==> config.mk <==
export PLATFORM = sky130hd
export DESIGN_NAME = mem_port_arbiter
export DESIGN_NICKNAME = d
export VERILOG_FILES = /design/src/rtl/mem_port_arbiter.sv
export SDC_FILE = /design/constraint.sdc
export NUM_CORES = 1
export LEC_CHECK = 0
export CAP_MARGIN = 15
export CORE_MARGIN = 2
export CORE_UTILIZATION = 30
export CTS_CLUSTER_SIZE = 20
export DETAILED_ROUTE_END_ITERATION = 8
export GPL_TIMING_DRIVEN = 0
export SETUP_SLACK_MARGIN = 0.02
export SLEW_MARGIN = 20
export SYNTH_ARGS = -nofsm -noshare
export SYNTH_HDL_FRONTEND = slang
export SYNTH_SLANG_ARGS = --single-unit
==> constraint.sdc <==
create_clock -name clk -period 2.36 [get_ports clk]
set_clock_uncertainty 0.2 [all_clocks]
set_input_delay 0.708 -clock clk [delete_from_list [all_inputs] [get_ports clk]]
set_output_delay 0.708 -clock clk [all_outputs]
set_load 0.1 [all_outputs]
==> src/rtl/mem_port_arbiter.sv <==
// mem_port_arbiter
//   Shares one fixed-latency memory port between instruction fetch (IF) and
//   data load/store (MEM). A requester is granted combinationally in IDLE,
//   the memory is strobed for one cycle (ACCESS), and read data is captured
//   after MEM_LAT cycles (WAIT) and presented with a one-cycle valid pulse.
//
//   Build option: ARB_STARVE_GUARD_EN
//     defined   - data wins by default, but after STARVE_MAX consecutive data
//                 grants made while fetch was waiting, fetch is forced to win.
//     undefined - strict data-first priority.
//
//   Parameters
//     MEM_LAT     cycles from mem_en to mem_rdata valid (1..15)
//     STARVE_MAX  data grants over a waiting fetch before fetch wins (1..15)
//
//   Ports
//     clk, rst                    clock, synchronous active-high reset
//     if_req/if_addr              fetch request and word address
//     if_gnt/if_valid/if_rdata    fetch grant, completion pulse, instruction
//     d_req/d_we/d_addr/d_wdata   data request, store flag, address, store data
//     d_gnt/d_valid/d_rdata       data grant, completion pulse, load data
//     mem_en/mem_we/mem_addr/mem_wdata/mem_rdata   memory port
//     stall_if/stall_mem          per-stage stall while an access is pending
module mem_port_arbiter #(
  parameter int unsigned MEM_LAT    = 1,
  parameter int unsigned STARVE_MAX = 4
) (
  input  logic        clk,
  input  logic        rst,
  input  logic        if_req,
  input  logic [15:0] if_addr,
  output logic        if_gnt,
  output logic        if_valid,
  output logic [15:0] if_rdata,
  input  logic        d_req,
  input  logic        d_we,
  input  logic [15:0] d_addr,
  input  logic [15:0] d_wdata,
  output logic        d_gnt,
  output logic        d_valid,
  output logic [15:0] d_rdata,
  output logic        mem_en,
  output logic        mem_we,
  output logic [15:0] mem_addr,
  output logic [15:0] mem_wdata,
  input  logic [15:0] mem_rdata,
  output logic        stall_if,
  output logic        stall_mem
);

  if (MEM_LAT < 1 || MEM_LAT > 15 || STARVE_MAX < 1 || STARVE_MAX > 15) begin : g_param_check
    $error("mem_port_arbiter: MEM_LAT and STARVE_MAX must be in 1..15");
  end

  localparam logic [3:0] LAT4 = 4'(MEM_LAT);

  typedef enum logic [1:0] {
    IDLE,
    ACCESS,
    WAIT
  } state_t;

  state_t      state, state_nx;
  logic [3:0]  wait_cnt;
  logic        owner_d;      // 1: current access belongs to the data port
  logic        cap_we;
  logic [15:0] cap_addr;
  logic [15:0] cap_wdata;
  logic        if_valid_q, d_valid_q;
  logic [15:0] if_rdata_q, d_rdata_q;
  logic        grant_if, grant_d;

`ifdef ARB_STARVE_GUARD_EN
  localparam logic [3:0] STARVE_LIM = 4'(STARVE_MAX);
  logic [3:0] starve_cnt;
  logic       starved;

  assign starved = (starve_cnt == STARVE_LIM);

  always_ff @(posedge clk) begin
    if (rst) begin
      starve_cnt <= '0;
    end else if (grant_if) begin
      starve_cnt <= '0;
    end else if (grant_d && if_req && !starved) begin
      starve_cnt <= starve_cnt + 4'd1;
    end
  end
`endif

  // Arbitration happens only in IDLE; a grant in a reset cycle is dropped.
  always_comb begin
    grant_if = 1'b0;
    grant_d  = 1'b0;
    if (state == IDLE && !rst) begin
`ifdef ARB_STARVE_GUARD_EN
      if (if_req && (!d_req || starved)) begin
        grant_if = 1'b1;
      end else if (d_req) begin
        grant_d = 1'b1;
      end
`else
      if (d_req) begin
        grant_d = 1'b1;
      end else if (if_req) begin
        grant_if = 1'b1;
      end
`endif
    end
  end

  always_comb begin
    state_nx = state;
    unique case (state)
      IDLE:    if (grant_if || grant_d) state_nx = ACCESS;
      ACCESS:  state_nx = WAIT;
      WAIT:    if (wait_cnt == 4'd1) state_nx = IDLE;
      default: state_nx = IDLE;
    endcase
  end

  always_ff @(posedge clk) begin
    if (rst) begin
      state <= IDLE;
    end else begin
      state <= state_nx;
    end
  end

  always_ff @(posedge clk) begin
    if (rst) begin
      wait_cnt   <= '0;
      owner_d    <= 1'b0;
      cap_we     <= 1'b0;
      cap_addr   <= '0;
      cap_wdata  <= '0;
      if_valid_q <= 1'b0;
      d_valid_q  <= 1'b0;
      if_rdata_q <= '0;
      d_rdata_q  <= '0;
    end else begin
      if_valid_q <= 1'b0;
      d_valid_q  <= 1'b0;

      if (grant_if || grant_d) begin
        owner_d   <= grant_d;
        cap_addr  <= grant_d ? d_addr : if_addr;
        cap_we    <= grant_d & d_we;
        cap_wdata <= grant_d ? d_wdata : '0;
      end

      if (state == ACCESS) begin
        wait_cnt <= LAT4;
      end else if (state == WAIT) begin
        wait_cnt <= wait_cnt - 4'd1;
      end

      // Last WAIT cycle: mem_rdata is valid now; the valid pulse follows in IDLE.
      if (state == WAIT && wait_cnt == 4'd1) begin
        if (owner_d) begin
          d_valid_q <= 1'b1;
          if (!cap_we) d_rdata_q <= mem_rdata;
        end else begin
          if_valid_q <= 1'b1;
          if_rdata_q <= mem_rdata;
        end
      end
    end
  end

  assign if_gnt    = grant_if;
  assign d_gnt     = grant_d;
  assign if_valid  = if_valid_q;
  assign d_valid   = d_valid_q;
  assign if_rdata  = if_rdata_q;
  assign d_rdata   = d_rdata_q;
  assign mem_en    = (state == ACCESS);
  assign mem_we    = (state == ACCESS) & cap_we;
  assign mem_addr  = cap_addr;
  assign mem_wdata = cap_wdata;
  assign stall_if  = (if_req & ~grant_if) | (~owner_d & (state != IDLE));
  assign stall_mem = (d_req & ~grant_d) | (owner_d & (state != IDLE));

endmodule
==> results of run 1 <==
==> layout by cell type (no fill, tap or decap), types with 2 or more instances in the layout <==
cell / synthesis / final
nand2_1: 53 / 52
a311oi_1: 16 / 16
buf_12: 0 / 5
mux2i_1: 2 / 2
buf_4: 2 / 18
buf_8: 0 / 2
nand3_1: 49 / 49
ha_1: 6 / 4
clkdlybuf4s15_2: 0 / 66
inv_2: 1 / 3
dfxtp_1: 74 / 71
buf_1: 2 / 2
a21oi_1: 50 / 50
buf_2: 10 / 8
clkbuf_1: 18 / 16
inv_1: 5 / 2
buf_6: 1 / 4
clkdlybuf4s50_1: 0 / 65
dfxtp_2: 0 / 3
o21ai_4: 0 / 3
ha_4: 0 / 2
nor2_1: 4 / 4
clkinv_4: 0 / 3
o21ai_0: 35 / 32
bufinv_16: 0 / 2
nor3_1: 20 / 20
nand2b_1: 6 / 6
clkbuf_8: 0 / 11
==> stage by stage <==
stage	TNS [ps]	instance area, µm²	hold WS, ps
after detailed placement	-20520	4682	259.5
after floorplan	-63.45	3114	265.7
after global routing	-310.4	5223	289.0
final	-130.4	5223	268.0
after CTS	-333.5	5110	270.7
after global placement	-19940	4682	255.1
==> critical path: cells and delay by family <==
kind	cells	cell delay, ps
simple gates	2	270
compound gates	1	60
buf+inv	3	470
==> flip-flops by register name, indices dropped and copies added (netlist names) <==
signal,cells
d_rdata,16
if_rdata,16
mem_addr,16
mem_wdata,16
wait_cnt,4
state,2
cap_we,1
d_valid,1
if_valid,1
owner_d,1
==> cell families after synthesis <==
kind of cell | after synthesis
flops | 74
buf+inv | 41
mux | 2
fa+ha+maj | 6
compound gates | 103
xor+xnor | 2
simple gates | 140
==> timing repair <==
action,in CTS,in global routing
endpoints found under the setup margin,72,5
gates resized for setup,280,15
pin swaps,2,4
setup buffers,7,10
==> power groups by stage <==
stage               Sequential, W  Combinational [W]  Clock [W]
floorplan                 0.00223           0.000824          0
global placement          0.00150            0.00210          0
detailed placement        0.00150            0.00212          0
CTS                       0.00148            0.00222    0.00113
global route              0.00150            0.00247    0.00120
finish                    0.00148            0.00235    0.00110
==> synth_stat cells, types with 4 or more instances <==
cell,count,share of area
a21oi_1,50,0.082
a311oi_1,16,0.046
buf_2,10,0.016
clkbuf_1,18,0.022
dfxtp_1,74,0.49
ha_1,6,0.025
inv_1,5,0.0062
nand2_1,53,0.065
nand2b_1,6,0.012
nand3_1,49,0.081
nor2_1,4,0.0049
nor3_1,20,0.033
o21ai_0,35,0.058
==> routing by layer <==
metal,vias to the layer above,track usage,wire (µm)
met3,16,0.02932,422
met1,1516,0.2272,4541
li1,1633,-,-
met4,0,0.07524,254
met5,-,0,0
met2,87,0.3135,5010
==> final cells by class <==
cell class                      count  area share
Clock buffer                       10     0.02635
Sequential cell                    74      0.2844
Timing Repair Buffer              157      0.3194
Buffer                             30     0.03019
Multi-Input combinational cell    253      0.2820
Clock inverter                      6     0.01725
Tap cell                          133     0.03186
Inverter                            8    0.008625
==> final timing paths <==
path           startpoint            to  slack [ps]
min reg2reg  mem_wdata[8]  mem_wdata[8]         270
max reg2reg      state[0]   d_rdata[13]         200
max                 d_req      stall_if         -60
min          mem_wdata[8]  mem_wdata[8]         270
==> results_dict.tcl, run 1 <==
set metrics [dict create \
    status "finished, violations left" \
    violations "setup timing" \
    grt-ovfl-total 0 \
    synth_top_flop_cell "dfxtp_1" \
    multi_input_area_mm2 0.001473 \
    hold_path_class "reg -> reg" \
    grt_pass1_wl_mm 16.08 \
    totalWireLength_mm 10.23 \
    clkPwrFrac 0.223 \
    slew_headroom 0.6124 \
    start_util 0.3101 \
    drt_iter0_markers 125 \
    instances_no_fill 671 \
    crit_chain "buf_4 -> nand4bb_4 -> buf_8 -> nand2_4 -> o21ai_4 -> buf_12" \
    ctsHtreeMaxLevel 3 \
    syn_area_mm2 0.003045 \
    crit_type "in -> out" \
    syn2layout_area_growth_pct 71.49 \
    yosysSeqAreaShare 0.4864 \
    swShare 0.4386 \
    dieArea_mm2 0.01097 \
    synthAdderAreaFrac 0.02465 \
    p_sw_w 0.002163 \
    critPathLaunchType "primary input" \
    port_buffers 140 \
    drv_slew 0 \
    gp_congestion 0.8674 \
    final_core_util 0.5319 \
    drive_above_1_share 0.2621 \
    synth_compound_gate_area_share 0.1939 \
    slowest_stage "nand4bb_4" \
    rsz0062_at_grt "yes" \
    async_reset_ff_frac 0 \
    fin_crit_ps 2419 \
    syn-num-nets 443 \
    synth.area.mux_share 0.006574 \
    grt_max_degree 14 \
    clk_pin_slew_ps 70 \
    die_w_um 104.8 \
    cts.path.max_buffers 2 \
    clock_sinks 74 \
    grt_usage 0.1828 \
    final_nets 608 \
    post-route-period-util 1.025 \
    worstHoldPathCells 2 \
    endpoint_kind "primary output" \
    vias_per_cell 4.846 \
    drtPass1Iterations 4 \
    dieHeight_um 104.8 \
    worst_pin_slew_ps 584.1 \
    synth_edf_count 0 \
    synth_top_family_by_area "simple AND/OR/NAND/NOR gates" \
    cp.arrival_ps 1510 \
    clock.fmax_mhz 413.3 \
    peakVddDrop_mv 0.4738 \
    dp_cells 641 \
    critical-path-max-stage-delay_ps 220 \
    synthXorXnorAreaFrac 0.005752 \
    numCtsBuffers 9 \
    register_area_mm2 0.001485 \
    setup_ws_ps -59.45 \
    drc 0 \
    wl_per_cell_um 15.24 \
    cts-root-buf "clkbuf_8" \
    grt_pass1_vias 3153 \
    fillCellCount 971 \
    power_density_mw_per_mm2 944.5 \
    rr_worst_depth 9 \
    p_seq_frac 0.299 \
    synth_warnings 0 \
    coreArea_mm2 0.009819 \
    ys_types 30 \
    power.total_w 0.004932 \
    maxCapViolCount 0 \
    hold_viol_final 0 \
    setup_viol 3 \
    pwr-share-comb 0.477 \
    drtAntennaViolNets 0 \
    diodes 0 \
    place_hpwl_mm 7.574 \
    synth_cells 368 \
    cp_max_fo 3 \
    holdBufCountCts 0 \
    synth.avg_cell_area_um2 8.276 \
    num_io_pins 141 \
    route.vias.total 3252 \
    pre_cts_ws_ps -1824 \
    p_int_w 0.002769 \
    cts_tree "yes" \
    p_leak_nw 1.842 \
    cp.required_ps 1450 \
    clk_latency_ps 330 \
    yosys.area_share.simple 0.2231 \
    antenna_found_initial 0 \
    ys_ff_latch 74 \
    rows 36 \
]
Power figures use the tool's default switching activity.
==> run 2, diff against run 1 <==
ABC_AREA = 1   (was unset)
==> results_dict.tcl, run 2 <==
set metrics [dict create \
    status "finished, violations left" \
    violations "setup timing" \
    met1_length_mm 4.157 \
    synth.avg_cell_area_um2 7.507 \
    coreArea_mm2 0.009864 \
    worst_pin_slew_ps 576.5 \
    clk_pin_slew_ps 80 \
    drive_above_1_share 0.2413 \
    post-route-period-util 1.067 \
    hold_path_class "reg -> reg" \
    start_util 0.3105 \
    slew_headroom 0.6174 \
    port_buffers 138 \
    vias_per_cell 4.593 \
    gp_congestion 0.7713 \
    ys_ff_latch 74 \
    ys_types 26 \
    top_layer "met4" \
    final_common_cell "nand2_1" \
    route.vias.total 3238 \
    setup_viol 4 \
    cts.path.max_buffers 2 \
    synth_edf_count 0 \
    fillCellCount 931 \
    drtPass1Iterations 4 \
    antenna_found_initial 0 \
    rows 36 \
    drt_iter0_markers 98 \
    slowest_stage "dfxtp_2" \
    synth_area_leaders "dfxtp_1 48%, nand2_1 15%, a21oi_1 8.7%" \
    synth_largest_area_cell "dfxtp_1" \
    p_leak_nw 1.897 \
    cp.arrival_ps 1610 \
    wl_met2_mm 4.365 \
    critPathLaunchType "flip-flop" \
    grt_usage 0.1673 \
    peakVddDrop_mv 0.4447 \
    final_cell_mix "122 x nand2_1, 72 x dfxtp_1, 66 x clkdlybuf4s15_2" \
    hold_ws_ps 264.5 \
    syn2layout_area_growth_pct 66.58 \
    synth_top_flop_cell "dfxtp_1" \
    crit_top_cell "buf_12" \
    hold_viol_final 0 \
    yosysSeqAreaShare 0.4837 \
    syn-num-nets 483 \
    grt_max_degree 18 \
    synth_warnings 0 \
    maxCapViolCount 0 \
    num_io_pins 141 \
    grt_pass1_vias 3034 \
    cp.required_ps 1450 \
    register_area_mm2 0.001484 \
    clock_sinks 74 \
    fin_crit_ps 2517 \
    multi_input_area_mm2 0.001428 \
    power.total_w 0.004933 \
    grt_pass1_wl_mm 14.81 \
    clock.fmax_mhz 397.3 \
    final_nets 643 \
    wl_per_cell_um 13.13 \
    holdBufCountCts 0 \
    dieArea_mm2 0.01103 \
    endpoint_kind "primary output" \
    cp_max_fo 3 \
    synthTopCellsByCount "123 x nand2_1, 74 x dfxtp_1, 53 x a21oi_1" \
    wl_met3_um 637 \
    crit_chain "inv_2 -> ha_4 -> inv_4 -> nor2_4 -> buf_12 -> nand3_4 -> nand2_2 -> o21ai_4 -> buf_12" \
    setup_ws_ps -157.0 \
    rsz0062_at_grt "yes" \
    cts-root-buf "clkbuf_8" \
    die_w_um 105.0 \
    grt-ovfl-total 0 \
    drc 0 \
    crit_type "reg -> out" \
    yosys.area.top_type_share 0.4837 \
    async_reset_ff_frac 0 \
    synth_cells 408 \
    numCtsBuffers 9 \
    ctsHtreeMaxLevel 3 \
    cts_tree "yes" \
    place_hpwl_mm 7.013 \
    totalWireLength_mm 9.260 \
    diodes 0 \
    synth_most_common_cell "nand2_1" \
    drv_slew 0 \
    worst-path-buf-inv 4 \
    power_density_mw_per_mm2 966.9 \
    critical_path.top_delay_family "buffers and inverters" \
    critical-path-max-stage-delay_ps 330 \
    drtAntennaViolNets 0 \
    dieHeight_um 105.0 \
    clk_latency_ps 340 \
    syn_area_mm2 0.003063 \
]
[run 2: path summary, 6_finish.rpt]
check | cells after the start | slack, ps | startpoint | end
worst max-delay path | 9 | -160 | state[1] | stall_if
worst min-delay path | 2 | 260 | mem_addr[12] | mem_addr[12]
worst max register to register | 12 | 360 | state[1] | mem_addr[8]
worst min register to register | 2 | 260 | mem_addr[12] | mem_addr[12]
[run 2: final cells by class]
cell class / instances / area share
inverters: 17 / 0.01717
clock buffers: 9 / 0.02428
flip-flops and latches: 74 / 0.2908
well taps: 133 / 0.03261
plain buffers: 24 / 0.02869
repair buffers: 151 / 0.3134
clock inverters: 6 / 0.01324
multi-input cells: 291 / 0.2798
[run 2: power by group]
part | total (W) | switching (W) | internal, W | leakage, nW
Combinational | 0.00248 | 0.00170 | 0.000775 | 1.20
Sequential | 0.00149 | 0.0000971 | 0.00139 | 0.601
Clock | 0.000966 | 0.000480 | 0.000486 | 0.0917
Total | 0.00493 | 0.00228 | 0.00265 | 1.90
[run 2: cells by family after synthesis]
logic type,share of synthesized area
adder cells (fa/ha/maj),0.02451
flip-flops,0.4837
buffers and inverters,0.06903
AO/OA/AOI/OAI,0.1311
AND/OR/NAND/NOR,0.2917
[run 2: repair_timing]
action,CTS,global route
buffers inserted,11,2
setup endpoints to repair,72,4
pin swaps,2,2
gates resized for setup,263,0
[run 2: metrics by stage]
step           setup WS, ps  instances  instance area [µm²]    util  setup TNS, ps
5_1_grt              -233.1        705                 5102  0.5173         -708.5
3_3_place_gp          -1227        679                 4668  0.4732          -5697
4_1_cts              -191.0        703                 5087  0.5157         -472.1
6_report             -157.0        705                 5102  0.5173         -426.7
2_1_floorplan        -193.0        408                 3120       -         -501.7
3_5_place_dp          -1232        679                 4668  0.4732          -5848
[run 2: layer usage]
metal / global-route usage / vias to the layer above
met1: 0.1975 / 1458
li1: - / 1654
met3: 0.04492 / 8
met4: 0.06381 / 0
met2: 0.2885 / 118
met5: 0 / -
[run 2: worst min-delay path: stages (launching register included)]
cell and delay [ps]:
dfxtp_1 310, nand2_1 60, a21oi_1 50
==> run 3, diff against run 2 <==
ABC_AREA = unset   (was 1)
ABC_CLOCK_PERIOD_IN_PS = 2360   (was unset)
CORE_MARGIN = unset   (was 2)
==> results_dict.tcl, run 3 (synthesis gave the netlist of run 1 again) <==
set metrics [dict create \
    grt_pass1_vias 3220 \
    peakVddDrop_mv 0.5556 \
    numCtsBuffers 9 \
    r2r-end "if_rdata[14]" \
    antenna_found_initial 0 \
    drt_iter0_markers 110 \
    grt_max_degree 13 \
    drtPass1Iterations 5 \
    hold_viol_final 0 \
    final_nets 609 \
    cp.arrival_ps 1530 \
    clock.fmax_mhz 410.9 \
    dieArea_mm2 0.01056 \
    syn2layout_area_growth_pct 69.80 \
    ctsHtreeMaxLevel 3 \
    place_hpwl_mm 7.456 \
    p_leak_nw 1.826 \
    num_io_pins 141 \
    rsz0062_at_grt "yes" \
    clk_latency_ps 340 \
    r2r_start "state[0]" \
    hold_path_class "reg -> reg" \
    dieHeight_um 102.8 \
    grt_pass1_wl_mm 15.81 \
    grt-ovfl-total 0 \
    worst_pin_slew_ps 604.4 \
    die_w_um 102.8 \
    hold_ws_ps 267.8 \
    status "finished, violations left" \
    startpoint "state[0]" \
    wl_per_cell_um 15.19 \
    rr_worst_depth 7 \
    drtAntennaViolNets 0 \
    min_from "mem_wdata[15]" \
    critPathLaunchType "flip-flop" \
    drive_above_1_share 0.2579 \
    gp_congestion 0.8223 \
    rrSetupSlack_ps 270 \
    cp_max_fo 4 \
    grt_usage 0.1974 \
    final_common_cell "dfxtp_1" \
    power_density_mw_per_mm2 923.5 \
    endpoint_kind "primary output" \
    setup_ws_ps -73.58 \
    drc 0 \
    power.total_w 0.004776 \
    clk_pin_slew_ps 80 \
    drv_slew 0 \
    diodes 0 \
    port_buffers 140 \
    coreArea_mm2 0.009819 \
    rows 36 \
    clock_sinks 74 \
    cts-root-buf "clkbuf_8" \
    maxCapViolCount 0 \
    start_util 0.3101 \
    post-route-period-util 1.031 \
    final_cell_mix "71 x dfxtp_1, 66 x clkdlybuf4s15_2, 65 x clkdlybuf4s50_1" \
    final_core_util 0.5266 \
    violations "setup timing" \
    fillCellCount 989 \
    fin_crit_ps 2434 \
    route.vias.total 3301 \
    cts_tree "yes" \
    holdBufCountCts 0 \
    cts.path.max_buffers 2 \
    crit_type "reg -> out" \
    setup_viol 3 \
    cp.required_ps 1450 \
    totalWireLength_mm 10.21 \
    vias_per_cell 4.912 \
    crit_end "stall_mem" \
    slew_headroom 0.5990 \
]
[run 3: changes by cell type in the layout (fill, tap and decap cells not counted), moves of 9 or more]
cell,change
nand2_1,-70
nand4_1,-17
o21ai_0,+13
clkbuf_1,+9
nor3_1,+19
nor2_1,-36
a311oi_1,+16
nand3_1,+30
[run 3: report_power, final]
group          leakage, nW  internal, W  switching, W
clock               0.0893     0.000486      0.000474
combinational         1.13     0.000751       0.00159
sequential           0.603      0.00139     0.0000877
total                 1.83      0.00263       0.00215
[run 3: worst min path at each step]
stage | endpoint | cells after the start | slack (ps)
2_1_floorplan | state[1] | 2 | 270
3_3_place_gp | mem_wdata[10] | 2 | 260
3_5_place_dp | mem_wdata[15] | 2 | 260
4_1_cts | mem_wdata[15] | 2 | 270
5_1_grt | mem_wdata[13] | 2 | 290
6_report | mem_wdata[15] | 2 | 270
[run 3: timing repair]
action,4_1_cts,5_1_grt
resized for setup,283,6
endpoints found under the hold margin,0,0
pin swaps,2,2
setup endpoints to repair,72,5
setup buffers,11,6
[run 3: layer usage]
layer | vias to the layer above | routed length [µm] | global-route usage
met1 | 1531 | 4447 | 0.2428
li1 | 1631 | - | -
met4 | 0 | 422 | 0.1170
met3 | 29 | 456 | 0.02780
met5 | - | 0 | 0
met2 | 110 | 4883 | 0.3292
[run 3: metrics by stage]
stage	instances	setup slack [ps]	instance area, µm²	TNS [ps]
after detailed placement	641	-1877	4682	-20540
after global routing	672	-130.1	5171	-415.1
final	672	-73.58	5171	-172.9
after global placement	641	-1884	4682	-19880
after CTS	666	-109.7	5099	-219.4
after floorplan	368	-60.32	3114	-63.45
[run 3: critical path: stages (launching register included)]
cell     delay, ps
dfxtp_2        360
inv_2           60
ha_4           180
buf_6          130
buf_12         110
o21ai_4        140
buf_12         200
[run 3: layout make-up]
| class | instances | area, µm² | share of cell area |
|---|---|---|---|
| buffer | 31 | 175.2 | 0.03387 |
| multi-input combinational | 253 | 1450 | 0.2804 |
| tap | 133 | 166.4 | 0.03218 |
| timing repair buffer | 157 | 1665 | 0.3220 |
| sequential | 74 | 1485 | 0.2872 |
| inverter | 8 | 42.54 | 0.008226 |
| clock inverter | 5 | 55.05 | 0.01065 |
| clock buffer | 11 | 131.4 | 0.02541 |
